$ cat src/rtl/inst_queue.sv
// Instruction prefetch queue between fetch (ifu) and decode (idu): a small circular FIFO of {pc, inst}.
// Optional zero-latency empty-queue bypass is enabled by defining INST_QUEUE_BYPASS_EN.

`ifndef InstBus
`define InstBus 31:0
`endif
`ifndef InstAddrBus
`define InstAddrBus 31:0
`endif
`ifndef StallBus
`define StallBus 5:0
`endif
`ifndef Stall_id
`define Stall_id 2
`endif

module inst_queue #(
    parameter int          DEPTH    = 4,
    parameter logic [31:0] NOP_INST = 32'h0000_0013
) (
    input  logic                       clk,
    input  logic                       rst_n,
    input  logic [`InstBus]            inst_i,
    input  logic [`InstAddrBus]        inst_addr_i,
    input  logic                       inst_valid_i,
    input  logic [`StallBus]           stall_i,
    input  logic                       flush_i,
    output logic [`InstBus]            inst_o,
    output logic [`InstAddrBus]        inst_addr_o,
    output logic                       inst_valid_o,
    output logic                       stallreq_o,
    output logic [$clog2(DEPTH):0]     count_o
);

    localparam int AW = $clog2(DEPTH);
    localparam int CW = AW + 1;
    localparam int IW = $bits(inst_i);
    localparam int PW = $bits(inst_addr_i);

    logic [PW+IW-1:0] r_mem [DEPTH];
    logic [AW-1:0]    r_wr_ptr;
    logic [AW-1:0]    r_rd_ptr;
    logic [CW-1:0]    r_count;

    logic w_empty;
    logic w_full;
    logic w_stall_id;
    logic w_bypass;
    logic w_deq;
    logic w_enq;

    assign w_empty    = (r_count == '0);
    assign w_full     = (r_count == CW'(DEPTH));
    assign w_stall_id = stall_i[`Stall_id];

`ifdef INST_QUEUE_BYPASS_EN
    // An empty queue with an unstalled decoder hands the fetch straight through.
    assign w_bypass = w_empty && inst_valid_i && !w_stall_id && !flush_i;
`else
    assign w_bypass = 1'b0;
`endif

    assign w_deq = !w_empty && !w_stall_id && !flush_i;
    assign w_enq = inst_valid_i && !flush_i && (!w_full || w_deq) && !w_bypass;

    always_ff @(posedge clk or negedge rst_n) begin
        if (!rst_n) begin
            r_wr_ptr <= '0;
            r_rd_ptr <= '0;
            r_count  <= '0;
        end else if (flush_i) begin
            r_wr_ptr <= '0;
            r_rd_ptr <= '0;
            r_count  <= '0;
        end else begin
            if (w_enq) r_wr_ptr <= r_wr_ptr + 1'b1;
            if (w_deq) r_rd_ptr <= r_rd_ptr + 1'b1;
            case ({w_enq, w_deq})
                2'b10:   r_count <= r_count + 1'b1;
                2'b01:   r_count <= r_count - 1'b1;
                default: r_count <= r_count;
            endcase
        end
    end

    // Entry contents carry no reset; occupancy alone decides what is visible.
    always_ff @(posedge clk) begin
        if (w_enq) r_mem[r_wr_ptr] <= {inst_addr_i, inst_i};
    end

    always_comb begin
        inst_o       = NOP_INST;
        inst_addr_o  = '0;
        inst_valid_o = 1'b0;
        if (w_bypass) begin
            inst_o       = inst_i;
            inst_addr_o  = inst_addr_i;
            inst_valid_o = 1'b1;
        end else if (!w_empty) begin
            {inst_addr_o, inst_o} = r_mem[r_rd_ptr];
            inst_valid_o          = 1'b1;
        end
    end

    // One slot of slack covers the fetch already in flight when pipe_ctrl holds the PC.
    assign stallreq_o = (r_count >= CW'(DEPTH - 1));
    assign count_o    = r_count;

`ifndef SYNTHESIS
    always @(posedge clk) begin
        if (rst_n) begin
            assert (!(inst_valid_i && !flush_i && w_full && !w_deq))
            else $warning("inst_queue: fetch arrived while full, instruction dropped at %0t", $time);
        end
    end
`endif

endmodule

$ cat config.mk
export PLATFORM = sky130hd
export DESIGN_NAME = inst_queue
export DESIGN_NICKNAME = d
export VERILOG_FILES = /design/src/rtl/inst_queue.sv
export SDC_FILE = /design/constraint.sdc
export NUM_CORES = 1
export LEC_CHECK = 0
export ABC_AREA = 1
export CORE_MARGIN = 10
export CORE_UTILIZATION = 40
export DETAILED_ROUTE_END_ITERATION = 7
export GPL_TIMING_DRIVEN = 0
export HOLD_SLACK_MARGIN = 0.05
export SYNTH_ARGS = -nofsm -noshare
export SYNTH_HDL_FRONTEND = slang
export SYNTH_SLANG_ARGS = --single-unit
$ cat constraint.sdc
create_clock -name clk -period 4.5 [get_ports clk]
set_input_delay 0.675 -clock clk [delete_from_list [all_inputs] [get_ports clk]]
set_output_delay 0.675 -clock clk [all_outputs]
set_load 0.05 [all_outputs]
==> flow_metrics.env <==
export IMPL_ir_worst_vdd_uv=397
export IMPL_io_buffers=137
export IMPL_cts_buffer_depth=3
export IMPL_cts_tree="built"
export IMPL_synthTopCellsByCount="266 x nor2_1, 256 x edfxtp_1, 70 x o21ai_0"
export IMPL_cts_clk_slew_worst_paths_ps=60
export IMPL_synth_seq_area_share=0.753
export IMPL_place_area_um2=12500
export IMPL_syn_inst=818
export IMPL_n_fill_cell=2224
export IMPL_pwr_share_seq=0.332
export IMPL_synth_nets=897
export IMPL_rsz0062_at_grt="no"
export IMPL_critPathLaunchType="register"
export IMPL_synth_edf_count=256
export IMPL_drt_iter0_markers=397
export IMPL_viasPerCell=4.95
export IMPL_fin_nets=1072
export IMPL_grt_use_total=0.149
export IMPL_p_total_w=0.00863
export IMPL_cts_hold_buf=0
export IMPL_drv_cap=0
export IMPL_timing_rr_start="count_o[1]"
export IMPL_power_density_nw_per_um2=649
export IMPL_ctsRootBufferMaster="clkbuf_16"
export IMPL_cts_resized=0
export IMPL_synth_most_common_cell="nor2_1"
export IMPL_syn_area_um2=10400
export IMPL_grt_pass1_wl_um=39200
export IMPL_cts_buffers=27
export IMPL_clk_latency_ps=520
export IMPL_h_tree_depth=1
export IMPL_relSlewSlack=0.477
export IMPL_die_area_um2=33000
export IMPL_die_w_um=182
export IMPL_synthFlopType="edfxtp_1"
export IMPL_vias=6671
export IMPL_overflow=0
export IMPL_status="complete, no violations"
export IMPL_synth_avg_cell_area_um2=12.8
export IMPL_fin_hold_ws_ps=440
export IMPL_fin_area_um2=13300
export IMPL_synthTopCellsByArea="edfxtp_1 74%, nor2_1 9.6%, o21ai_0 3.4%, a21oi_1 3.0%, o21ai_1 2.8%"
export IMPL_power_switching_w=0.00346
export IMPL_combPwrFrac=0.423
export IMPL_synth_cell_type_count=26
export IMPL_worstSetupEndpointType="primary output"
export IMPL_place_hpwl_um=16300
export IMPL_num_rows=59
export IMPL_synth_area_leader_cell="edfxtp_1"
export IMPL_antenna_found_initial=1
export IMPL_setup_viol=0
export IMPL_slew_viol_final=0
export IMPL_synth_seq_cells=263
export IMPL_dieHeight_um=182
export IMPL_start_util=0.403
export IMPL_finalHoldViolations=0
export IMPL_grt_pass1_vias=6908
export IMPL_io_pins=143
export IMPL_wl_per_cell_um=18.9
export IMPL_final_core_util=0.513
export IMPL_ant_nets=0
export IMPL_core_um2=25900
export IMPL_fin_crit_ps=3490
export IMPL_yosysWarnings=0
export IMPL_firstDrtPassIters=4
export IMPL_worst_pin_slew_ps=783
export IMPL_areaGrowthSynthToFinish_pct=27.3
export IMPL_crit_arrival_ps=2810
export IMPL_gp_congestion=0.725
export IMPL_critPathKind="reg -> out"
export IMPL_power_internal_w=0.00517
export IMPL_layout_worst_path_cycle_share=0.775
export IMPL_drive_gt1_frac=0.101
export IMPL_synth_top_area_frac=0.736
export IMPL_finClkSkew_ps=13.5
export IMPL_fin_tns_setup_ps=0
export IMPL_cts_setup_buffers=0
export IMPL_async_reset_ff_frac=0.0266
export IMPL_hold_class="in -> async"
export IMPL_path_max_fanout=10
export IMPL_worst_ep_required_time_ps=3830
export IMPL_cp_startpoint="r_rd_ptr[0]"
export IMPL_grt_max_degree=29
export IMPL_p_sw_frac=0.401
export IMPL_wl_um=25400
export IMPL_drc_errors=0
export IMPL_max_freq_mhz=287
export IMPL_clock_sinks=263
export IMPL_power_share_clock=0.246
export IMPL_p_leak_nw=4.55
flip-flops by register name (all words and copies together) (netlist names):
register,flops
r_mem,256
count_o,3
r_rd_ptr,2
r_wr_ptr,2
cell families (layout without fill, tap and decap cells):
family,count (synthesis),count (layout),synth area share
and+or+nand+nor,292,292,0.110
DFF,263,263,0.753
adders and majority gates,5,5,0.00671
buffers and inverters,64,257,0.0357
xor gates and xnor gates,1,1,0.000839
other,0,1,0
AOI/OAI and AO/OA,193,193,0.0936
per-stage QoR:
| stage | instances | setup slack (ps) |
|---|---|---|
| 6_report | 1347 | 1010 |
| 5_1_grt | 1346 | 862 |
| 4_1_cts | 1346 | 956 |
| 3_5_place_dp | 1299 | 1390 |
| 3_3_place_gp | 1290 | -2570 |
| 2_1_floorplan | 818 | 298 |
worst paths after layout:
path                                 to  slack [ps]  cells after the start
max                          inst_o[28]        1010                      7
min                         r_wr_ptr[1]         440                      1
max reg2reg                r_mem[1][15]        2210                      6
min reg2reg                 r_wr_ptr[0]         580                      1
max in group asynchronous    count_o[2]        3780                      1
min in group clk            r_wr_ptr[0]         580                      1
metal layers:
| layer | vias up | routed length [µm] | GRT usage |
|---|---|---|---|
| met5 | - | 0 | 0 |
| met4 | 0 | 275 | 0.0247 |
| met3 | 20 | 1240 | 0.0318 |
| met2 | 164 | 12900 | 0.264 |
| met1 | 3244 | 11000 | 0.185 |
| li1 | 3243 | - | - |
layout by cell type, fill, tap and decap left out, types with 11 or more instances in the layout:
cell             Yosys  final
inv_1               12     12
nand2_1             12     12
buf_2               15     15
a21oi_1             62     62
clkbuf_16            0     27
edfxtp_1           256    256
o21ai_0             70     70
buf_6               11     11
nor2_1             266    262
o21ai_1             58     58
clkdlybuf4s50_1      0    137
clkbuf_2            12     12
area by class of cell:
class,count,area [µm²],share of cell area
Multi-Input combinational cell,491,2240,0.168
Timing Repair Buffer,146,1570,0.118
Tap cell,335,419,0.0315
Antenna cell,1,2.50,0.000188
Sequential cell,263,7860,0.591
Clock buffer,29,683,0.0514
Inverter,15,57.6,0.00433
Clock inverter,18,153,0.0115
Buffer,49,315,0.0237
worst max-delay path: stages (launching register included):
cell and delay [ps]:
dfrtp_1 360, buf_4 150, inv_2 50, buf_4 190, clkbuf_2 310, o21ai_1 110, a21oi_1 240, clkdlybuf4s50_1 870
power groups by stage:
| stage | sequential, W | clock (W) | combinational [W] |
|---|---|---|---|
| after floorplan | 0.00296 | 0 | 0.00232 |
| after global placement | 0.00293 | 0 | 0.00366 |
| after detailed placement | 0.00292 | 0 | 0.00370 |
| after CTS | 0.00286 | 0.00216 | 0.00372 |
| after global routing | 0.00287 | 0.00227 | 0.00389 |
| final | 0.00286 | 0.00212 | 0.00365 |
No activity file was read; power rests on OpenSTA's default activity.
